`src/rtl/fp_pkg.sv`:
```
// Shared types and helpers for the parametrised IEEE 754 multiplier.
package fp_pkg;

  typedef enum logic [2:0] {ZERO, SUB, NORM, INF, QNAN, SNAN} fp_class_t;

  typedef struct packed {
    logic invalid;
    logic overflow;
    logic underflow;
    logic inexact;
  } fp_flags_t;

  function automatic int unsigned fp_bias(input int unsigned exp_w);
    return (32'd1 << (exp_w - 32'd1)) - 32'd1;
  endfunction

  // Canonical quiet NaN: positive, exponent all-ones, fraction MSB set.
  function automatic logic [63:0] fp_qnan(input int unsigned exp_w, input int unsigned man_w);
    logic [63:0] q;
    q = ((64'd1 << exp_w) - 64'd1) << man_w;
    q = q | (64'd1 << (man_w - 32'd1));
    return q;
  endfunction

endpackage

```
`src/rtl/fp_mul_pipe_if.sv`:
```
// Operand/result handshake bundle for fp_mul_pipe.
interface fp_mul_pipe_if #(
  parameter int unsigned EXP_W = 8,
  parameter int unsigned MAN_W = 23
);
  import fp_pkg::*;

  localparam int unsigned W = 1 + EXP_W + MAN_W;

  logic         in_valid;
  logic         in_ready;
  logic [W-1:0] a;
  logic [W-1:0] b;
  logic         out_valid;
  logic         out_ready;
  logic [W-1:0] p;
  fp_flags_t    flags;

  modport master (
    output in_valid, a, b, out_ready,
    input  in_ready, out_valid, p, flags
  );

  modport slave (
    input  in_valid, a, b, out_ready,
    output in_ready, out_valid, p, flags
  );

endinterface

```
`src/rtl/fp_classify.sv`:
```
// Splits an IEEE operand into fields and classifies it.
module fp_classify
  import fp_pkg::*;
#(
  parameter int unsigned EXP_W = 8,
  parameter int unsigned MAN_W = 23
) (
  input  logic [EXP_W+MAN_W:0] x_i,
  output fp_class_t            cls_o,
  output logic                 sign_o,
  output logic [EXP_W-1:0]     exp_o,
  output logic [MAN_W-1:0]     frac_o
);

  always_comb begin
    sign_o = x_i[EXP_W+MAN_W];
    exp_o  = x_i[EXP_W+MAN_W-1:MAN_W];
    frac_o = x_i[MAN_W-1:0];
    cls_o  = NORM;
    if (exp_o == '0) begin
      cls_o = (frac_o == '0) ? ZERO : SUB;
    end else if (&exp_o) begin
      if (frac_o == '0) begin
        cls_o = INF;
      end else begin
        cls_o = frac_o[MAN_W-1] ? QNAN : SNAN;
      end
    end
  end

endmodule

```
`src/rtl/fp_mul_pipe.sv`:
```
// Pipelined IEEE 754 multiplier: RNE rounding, flush-to-zero, exception flags,
// valid/ready at both ends with a global stall.
module fp_mul_pipe
  import fp_pkg::*;
#(
  parameter int unsigned EXP_W = 8,
  parameter int unsigned MAN_W = 23
) (
  input logic           clk,
  input logic           rst,
  fp_mul_pipe_if.slave  io
);

  localparam int unsigned W  = 1 + EXP_W + MAN_W;
  localparam int unsigned PW = 2 * (MAN_W + 1);
  localparam int unsigned EW = EXP_W + 2;
  localparam logic signed [EW-1:0] BIAS     = EW'(fp_bias(EXP_W));
  localparam logic signed [EW-1:0] EXP_MAX  = EW'((1 << EXP_W) - 1);
  localparam logic signed [EW-1:0] EXP_ZERO = '0;
  localparam logic signed [EW-1:0] EXP_ONE  = EW'(1);
  localparam logic [W-1:0]         QNAN_V   = W'(fp_qnan(EXP_W, MAN_W));

  logic adv;

  // Operand capture
  logic         v1_q, v1_d;
  logic [W-1:0] a1_q, a1_d, b1_q, b1_d;

  // S1 results
  logic                 v2_q, v2_d, sign2_q, sign2_d;
  fp_class_t            cls_a2_q, cls_a2_d, cls_b2_q, cls_b2_d;
  logic signed [EW-1:0] exp2_q, exp2_d;
  logic [PW-1:0]        prod2_q, prod2_d;

  // S2 results
  logic                 v3_q, v3_d, sign3_q, sign3_d;
  fp_class_t            cls_a3_q, cls_a3_d, cls_b3_q, cls_b3_d;
  logic signed [EW-1:0] exp3_q, exp3_d;
  logic [MAN_W:0]       mant3_q, mant3_d;
  logic                 g3_q, g3_d, r3_q, r3_d, st3_q, st3_d;

  // Output registers
  logic         out_valid_q, out_valid_d;
  logic [W-1:0] p_q, p_d;
  fp_flags_t    flags_q, flags_d;

  fp_class_t            cls_a, cls_b;
  logic                 sa, sb;
  logic [EXP_W-1:0]     ea, eb;
  logic [MAN_W-1:0]     fa, fb;
  logic [PW-1:0]        norm;
  logic                 round_up, any_nan, any_snan, any_inf, any_zero;
  logic [MAN_W+1:0]     mant_r;
  logic signed [EW-1:0] exp_f;
  logic [MAN_W-1:0]     frac_f;

  fp_classify #(.EXP_W(EXP_W), .MAN_W(MAN_W)) u_cls_a (
    .x_i(a1_q), .cls_o(cls_a), .sign_o(sa), .exp_o(ea), .frac_o(fa)
  );

  fp_classify #(.EXP_W(EXP_W), .MAN_W(MAN_W)) u_cls_b (
    .x_i(b1_q), .cls_o(cls_b), .sign_o(sb), .exp_o(eb), .frac_o(fb)
  );

  always_comb begin
    adv  = !out_valid_q || io.out_ready;
    v1_d = io.in_valid;
    a1_d = io.a;
    b1_d = io.b;

    // S1: exponent sum and full mantissa product
    v2_d     = v1_q;
    sign2_d  = sa ^ sb;
    cls_a2_d = cls_a;
    cls_b2_d = cls_b;
    exp2_d   = $signed({2'b00, ea}) + $signed({2'b00, eb}) - BIAS;
    prod2_d  = PW'({1'b1, fa}) * PW'({1'b1, fb});

    // S2: product is in [1,4); align so the leading one sits at the MSB
    norm     = prod2_q[PW-1] ? prod2_q : (prod2_q << 1);
    v3_d     = v2_q;
    sign3_d  = sign2_q;
    cls_a3_d = cls_a2_q;
    cls_b3_d = cls_b2_q;
    exp3_d   = prod2_q[PW-1] ? (exp2_q + EXP_ONE) : exp2_q;
    mant3_d  = norm[PW-1 -: MAN_W+1];
    g3_d     = norm[MAN_W];
    r3_d     = norm[MAN_W-1];
    st3_d    = |norm[MAN_W-2:0];

    // S3: RNE, range check, then special operands override everything
    round_up = g3_q & (r3_q | st3_q | mant3_q[0]);
    mant_r   = {1'b0, mant3_q} + (MAN_W+2)'(round_up);
    exp_f    = exp3_q;
    frac_f   = mant_r[MAN_W-1:0];
    if (mant_r[MAN_W+1]) begin
      exp_f  = exp3_q + EXP_ONE;
      frac_f = mant_r[MAN_W:1];
    end
    p_d             = {sign3_q, exp_f[EXP_W-1:0], frac_f};
    flags_d         = '0;
    flags_d.inexact = g3_q | r3_q | st3_q;
    if (exp_f >= EXP_MAX) begin
      p_d              = {sign3_q, {EXP_W{1'b1}}, {MAN_W{1'b0}}};
      flags_d.overflow = 1'b1;
      flags_d.inexact  = 1'b1;
    end else if (exp_f <= EXP_ZERO) begin
      p_d               = {sign3_q, {(W-1){1'b0}}};
      flags_d.underflow = 1'b1;
      flags_d.inexact   = 1'b1;
    end

    any_nan  = (cls_a3_q inside {QNAN, SNAN}) || (cls_b3_q inside {QNAN, SNAN});
    any_snan = (cls_a3_q == SNAN) || (cls_b3_q == SNAN);
    any_inf  = (cls_a3_q == INF) || (cls_b3_q == INF);
    any_zero = (cls_a3_q inside {ZERO, SUB}) || (cls_b3_q inside {ZERO, SUB});
    if (any_nan) begin
      p_d             = QNAN_V;
      flags_d         = '0;
      flags_d.invalid = any_snan;
    end else if (any_inf && any_zero) begin
      p_d             = QNAN_V;
      flags_d         = '0;
      flags_d.invalid = 1'b1;
    end else if (any_inf) begin
      p_d     = {sign3_q, {EXP_W{1'b1}}, {MAN_W{1'b0}}};
      flags_d = '0;
    end else if (any_zero) begin
      p_d     = {sign3_q, {(W-1){1'b0}}};
      flags_d = '0;
    end
    out_valid_d = v3_q;
  end

  always_ff @(posedge clk) begin
    if (rst) begin
      v1_q        <= 1'b0;
      v2_q        <= 1'b0;
      v3_q        <= 1'b0;
      out_valid_q <= 1'b0;
      p_q         <= '0;
      flags_q     <= '0;
    end else if (adv) begin
      v1_q        <= v1_d;
      a1_q        <= a1_d;
      b1_q        <= b1_d;
      v2_q        <= v2_d;
      sign2_q     <= sign2_d;
      cls_a2_q    <= cls_a2_d;
      cls_b2_q    <= cls_b2_d;
      exp2_q      <= exp2_d;
      prod2_q     <= prod2_d;
      v3_q        <= v3_d;
      sign3_q     <= sign3_d;
      cls_a3_q    <= cls_a3_d;
      cls_b3_q    <= cls_b3_d;
      exp3_q      <= exp3_d;
      mant3_q     <= mant3_d;
      g3_q        <= g3_d;
      r3_q        <= r3_d;
      st3_q       <= st3_d;
      out_valid_q <= out_valid_d;
      p_q         <= p_d;
      flags_q     <= flags_d;
    end
  end

  assign io.in_ready  = adv;
  assign io.out_valid = out_valid_q;
  assign io.p         = p_q;
  assign io.flags     = flags_q;

endmodule

```
`src/flat_wrapper.sv`:
```
// flat-port wrapper written by rule: the top's interface ports become plain ports
module fp_mul_pipe_flat import fp_pkg::*;
#(
  parameter int unsigned EXP_W = 8,
  parameter int unsigned MAN_W = 23
)
  (clk, rst, io_in_valid, io_a, io_b, io_out_ready, io_in_ready, io_out_valid, io_p, io_flags);
  fp_mul_pipe_if #(.EXP_W(EXP_W), .MAN_W(MAN_W)) io_i ();
  input logic clk;
  input logic rst;
  input wire logic [$bits(io_i.in_valid)-1:0] io_in_valid;
  input wire logic [$bits(io_i.a)-1:0] io_a;
  input wire logic [$bits(io_i.b)-1:0] io_b;
  input wire logic [$bits(io_i.out_ready)-1:0] io_out_ready;
  output wire logic [$bits(io_i.in_ready)-1:0] io_in_ready;
  output wire logic [$bits(io_i.out_valid)-1:0] io_out_valid;
  output wire logic [$bits(io_i.p)-1:0] io_p;
  output wire logic [$bits(io_i.flags)-1:0] io_flags;
  assign io_i.in_valid = io_in_valid;
  assign io_i.a = io_a;
  assign io_i.b = io_b;
  assign io_i.out_ready = io_out_ready;
  assign io_in_ready = io_i.in_ready;
  assign io_out_valid = io_i.out_valid;
  assign io_p = io_i.p;
  assign io_flags = io_i.flags;
  fp_mul_pipe #(.EXP_W(EXP_W), .MAN_W(MAN_W)) u_core (.clk(clk), .rst(rst), .io(io_i));
endmodule
```
`config.mk`:
```
export PLATFORM = sky130hd
export DESIGN_NAME = fp_mul_pipe_flat
export DESIGN_NICKNAME = d
export VERILOG_FILES = /design/src/rtl/fp_pkg.sv /design/src/rtl/fp_mul_pipe_if.sv /design/src/rtl/fp_classify.sv /design/src/rtl/fp_mul_pipe.sv /design/src/flat_wrapper.sv
export SDC_FILE = /design/constraint.sdc
export NUM_CORES = 2
export LEC_CHECK = 0
export CORE_UTILIZATION = 55
export CTS_CLUSTER_DIAMETER = 60
export DETAILED_ROUTE_END_ITERATION = 8
export HOLD_SLACK_MARGIN = 0.15
export PLACE_DENSITY = 0.76
export SETUP_SLACK_MARGIN = 0.3
export SYNTH_ARGS = -nofsm -noshare
export SYNTH_HDL_FRONTEND = slang
export SYNTH_SLANG_ARGS = --single-unit
```
`constraint.sdc`:
```
create_clock -name clk -period 13.2 [get_ports clk]
set_input_delay 2.64 -clock clk [delete_from_list [all_inputs] [get_ports clk]]
set_output_delay 2.64 -clock clk [all_outputs]
set_load 0.01 [all_outputs]
```
# Yosys cells after proc, flatten, opt, wreduce, memory -nomap -nowiden
# Cells that the tools add are included.
# word_totals
reg_bits	213
in_bits	68
word_cells	97
out_inout_bits	38
# op_classes
order_cmp	2
mux	28
addsub	5
multipliers	1
bitwise	7
reduce_logical	21
eq_ne	8
# ops
cell	count
$mux W31	4
$mux W32	2
$mul A24 B24 Y48	1
$mux W47	1
$logic_not A23 Y1	2
$add A24 B1 Y25	1
$mux W23	1
$reduce_or A22 Y1	1
$mux W3	7
$add A10 B2 Y10 const B	2
$mux W10	2
$logic_not A8 Y1	2
$reduce_and A8 Y1	2
$eq A3 B3 Y1 const B	4
$mux W4	3
$ge A10 B9 Y1 const B	1
$le A10 B1 Y1 const B	1
$sub A10 B8 Y10 const B	1
$add A8 B8 Y9	1
$reduce_bool A2 Y1	4
$mux W1	7
$eq A3 B1 Y1 const B	2
$eq A3 B2 Y1 const B	2
$logic_not A3 Y1	2
9 further kinds	16

# Longest topological paths before layout
# depth
word_depth	12
mapped_depth	26
ltp_nobuf	24

# By module
# From an unflattened synthesis, not the netlist that was laid out.
# hier_totals
hier_cells	2804
hier_area_um2	28045.6
# by_module_without_submodules
module	area_per_inst_um2	cells_each	instances
fp_mul_pipe	27297.4	2706	1
fp_classify	374.1	49	2

# Least setup slack after synthesis
# OpenSTA, ideal clock, no wires.
# synth_timing
path_type	input port to flip-flop
from	input rst
to	register u_core.a1_q[0] (enable)
setup_slack_ps	2244
required_ps	12491
arrival_time_ps	10247
stages	3
path_buffers	2
cell_sequence	clkbuf_1 > clkbuf_1 > nor2_1
# synth_via
elab_chain_len	2
# synth_rtl
element	line	rtl
from (decl)	flat_wrapper.sv:10	input logic rst;
$not A1 Y1 (no source line)	--	
$reduce_and A2 Y1 (no source line)	--	
to (signal assigned)	fp_mul_pipe.sv:145	a1_q <= a1_d;
to (decl)	fp_mul_pipe.sv:27	logic [W-1:0] a1_q, a1_d, b1_q, b1_d;
# Every way passes these cells.
# A chain may end at the register's enable or synchronous reset.

# Final worst setup path
# layout_timing
from	register u_core.a1_q[8]
to	register u_core.prod2_q[45] (data pin)
# layout_via
elab_chain_len	1
# layout_rtl
element	line	rtl
$mul A24 B24 Y48	fp_mul_pipe.sv:77	prod2_d = PW'({1'b1, fa}) * PW'({1'b1, fb});
named net u_core.prod2_d[45]	fp_mul_pipe.sv:33	logic [PW-1:0] prod2_q, prod2_d;
to (signal assigned)	fp_mul_pipe.sv:152	prod2_q <= prod2_d;
to (decl)	fp_mul_pipe.sv:33	
# The timed path passes the listed nets, and every way through them passes these cells.

==> results.sh <==
export IMPL_tightest_slew_ns=1.32
export IMPL_path_clk_slew_ns=0.06
export IMPL_rr_worst_depth=24
export IMPL_clock_latency_ns=0.60
export IMPL_drive_above_1_share=0.0448
export IMPL_syn_inst=2766
export IMPL_synth_area_per_cell_um2=9.97
export IMPL_synth_nets=3502
export IMPL_h_tree_depth=1
export IMPL_r2r_slack_ns=5.11
export IMPL_whs_path_depth=0
export IMPL_setup_worst_path_class="flip-flop to flip-flop"
export IMPL_wl_per_cell_um=20.3
export IMPL_netlist_area_mm2=0.0276
export IMPL_fin_crit_ns=8.09
export IMPL_arrival_ns=8.41
export IMPL_io_buffer_count=105
export IMPL_clk_path_buf_depth=3
export IMPL_dp_slack_ns=5.27
export IMPL_yosysWarnings=0
export IMPL_synth_seq_area_share=0.217
export IMPL_hold_buffers=0
export IMPL_vias=19800
export IMPL_post_cts_buffers=0
export IMPL_die_area_mm2=0.0511
export IMPL_io_pins=106
export IMPL_worstPathMaxFanout=21
export IMPL_start_util=0.560
export IMPL_cp_slowest_cell="edfxtp_1"
export IMPL_reg2reg_from="u_core.a1_q[8]"
export IMPL_grt_max_degree=78
export IMPL_hold_viol=0
export IMPL_holdCritPathClass="flip-flop to flip-flop"
export IMPL_die_h_um=226
export IMPL_antenna_left=0
export IMPL_yosys_top_cells_area="fa_1 35%, edfxtp_1 19%, ha_1 8.4%, inv_1 7.7%, and2_1 5.9%"
export IMPL_grt_pass1_wl_um=113000
export IMPL_dpl_cell_area_mm2=0.0292
export IMPL_cts_tree="done"
export IMPL_min_from="u_core.sign2_q"
export IMPL_hpwl_um=53800
export IMPL_overflow=0
export IMPL_ys_flop_type="edfxtp_1"
export IMPL_core_mm2=0.0493
export IMPL_worstReg2RegEnd="u_core.prod2_q[45]"
export IMPL_gp_congestion=0.940
export IMPL_antenna_found_initial=1
export IMPL_antennaDiodeCount=0
export IMPL_post_synth_top_area_cell="fa_1"
export IMPL_fp_dieW_um=226
export IMPL_synth_most_common_cell="inv_1"
export IMPL_syn_to_final_growth_pct=9.35
export IMPL_fin_ws_ns=5.11
export IMPL_rows=81
export IMPL_yosysTopAreaCellShare=0.351
export IMPL_cts_sinks=213
export IMPL_grt_usage=0.291
export IMPL_critPathRequiredTime_ns=13.52
export IMPL_synth_edf_count=173
export IMPL_max_slew_margin=0.119
export IMPL_post_cts_resized=0
export IMPL_final_cell_area_mm2=0.0302
export IMPL_synth_commonest_cells="567 x inv_1, 483 x fa_1, 318 x nand2_1, 259 x and2_1, 185 x ha_1"
export IMPL_worstPathCellList="inv_1 -> nor2_1 -> fa_1 -> fa_1 -> inv_1 -> fa_1 -> inv_1 -> fa_1 -> inv_1 -> fa_1 -> inv_1 -> fa_1 -> inv_1 -> fa_1 -> inv_1 -> ha_1 -> a211oi_1 -> nor3b_1 -> o41ai_1 -> o41a_1 -> o2111ai_1 -> nand3_1 -> nand2_1 -> o311a_1"
export IMPL_start_kind="flip-flop"
export IMPL_rsz0062_at_grt="false"
export IMPL_slowest_delay_ns=0.90
export IMPL_viasPerCell=5.65
export IMPL_slew_violations=0
export IMPL_max_freq_mhz=124
export IMPL_synthArstFlopShare=0
export IMPL_cts_root_buffer="clkbuf_16"
export IMPL_end_kind="flip-flop"
export IMPL_route_detailed_drc=0
export IMPL_drt_iter0_drc=1753
export IMPL_whs_endpoint="u_core.sign3_q"
export IMPL_nets=3547
export IMPL_final_setup_viol_count=0
export IMPL_grt_pass1_vias=21000
export IMPL_fin_skew_ns=0.0262
export IMPL_routed_wl_um=70900
export IMPL_fill_cells=3992
export IMPL_cts_made_buffers=28
export IMPL_setup_tns_ns=0
export IMPL_status="finished, final reports clean"
export IMPL_cap_violations=0
export IMPL_period_share=0.613
export IMPL_ys_types=79
export IMPL_drt_pass1_iter_count=6
export IMPL_synth_seq_cells=213
[how the worst max path moves through the flow]
stage	start	endpoint	slack, ns
after floorplan	rst	u_core.a1_q[0]	2.24
after global routing	u_core.b1_q[9]	u_core.prod2_q[43]	4.71
after global placement	u_core.a1_q[15]	u_core.prod2_q[45]	5.43
final	u_core.a1_q[8]	u_core.prod2_q[45]	5.11
after CTS	u_core.a1_q[8]	u_core.prod2_q[45]	5.22
after detailed placement	u_core.a1_q[8]	u_core.prod2_q[45]	5.27
[per-stage QoR]
| stage | hold WS, ns | cells | util |
|---|---|---|---|
| 5_1_grt | 0.443 | 3496 | 0.612 |
| 2_1_floorplan | 0.400 | 2766 | - |
| 3_5_place_dp | 0.405 | 3445 | 0.593 |
| 6_report | 0.417 | 3496 | 0.612 |
| 4_1_cts | 0.419 | 3496 | 0.612 |
| 3_3_place_gp | 0.403 | 3445 | 0.593 |
[sequential cells by signal, indices dropped and copies added, names as in the netlist]
name / flops
u_core.g3_q: 1
u_core.mant3_q: 24
u_core.cls_b2_q: 3
u_core.a1_q: 32
u_core.cls_a2_q: 3
u_core.io.p: 32
u_core.exp3_q: 10
u_core.out_valid_d: 1
u_core.io.flags: 4
u_core.io.out_valid: 1
u_core.v1_q: 1
u_core.b1_q: 32
u_core.sign2_q: 1
u_core.st3_q: 1
u_core.exp2_q: 10
u_core.sign3_q: 1
u_core.cls_a3_q: 3
u_core.v2_q: 1
u_core.r3_q: 1
u_core.prod2_q: 48
u_core.cls_b3_q: 3
[layout by cell type (no fill, tap or decap), drive strengths merged, types with 40 or more instances in the layout]
cell type and count:
inv 571, fa 483, nand2 318, and2 259
ha 185, edfxtp 173, clkdlybuf4s50 105, nor2 103
a21oi 59, xnor2 57, nand3 43, dfxtp 40
[cells by family after synthesis]
logic type | count (synthesis) | synth area share
and+or+nand+nor | 865 | 0.157
xor gates and xnor gates | 88 | 0.0285
DFF | 213 | 0.217
muxes | 32 | 0.0128
AOI/OAI and AO/OA | 215 | 0.0558
adders and majority gates | 668 | 0.434
buffers and inverters | 685 | 0.0937
[layout make-up]
cell class                      instances  area [um2]  share of cell area
Multi-Input combinational cell       1868       19000               0.630
Timing Repair Buffer                  129        1230              0.0408
Clock buffer                           29         704              0.0234
Clock inverter                         22         245             0.00813
Sequential cell                       213        6000               0.199
Inverter                              571        2140              0.0711
Tap cell                              664         831              0.0275
[critical path, delay by kind of cell (launching register included)]
family,cells,cell delay (ns)
simple gates,4,0.72
compound gates,5,1.67
fa+ha+maj,8,3.82
flops,1,0.90
buf+inv,7,0.71
[routing by layer]
layer,part of all wire,vias to the layer above,global-route usage
li1,-,8732,-
met1,0.40,9778,0.381
met2,0.46,1019,0.466
met3,0.098,231,0.0652
met4,0.049,2,0.123
met5,0.00018,-,0
Power is left out: the tool's default activity adds up to more than one toggle a clock period on the data nets, which glitch-free logic cannot reach.
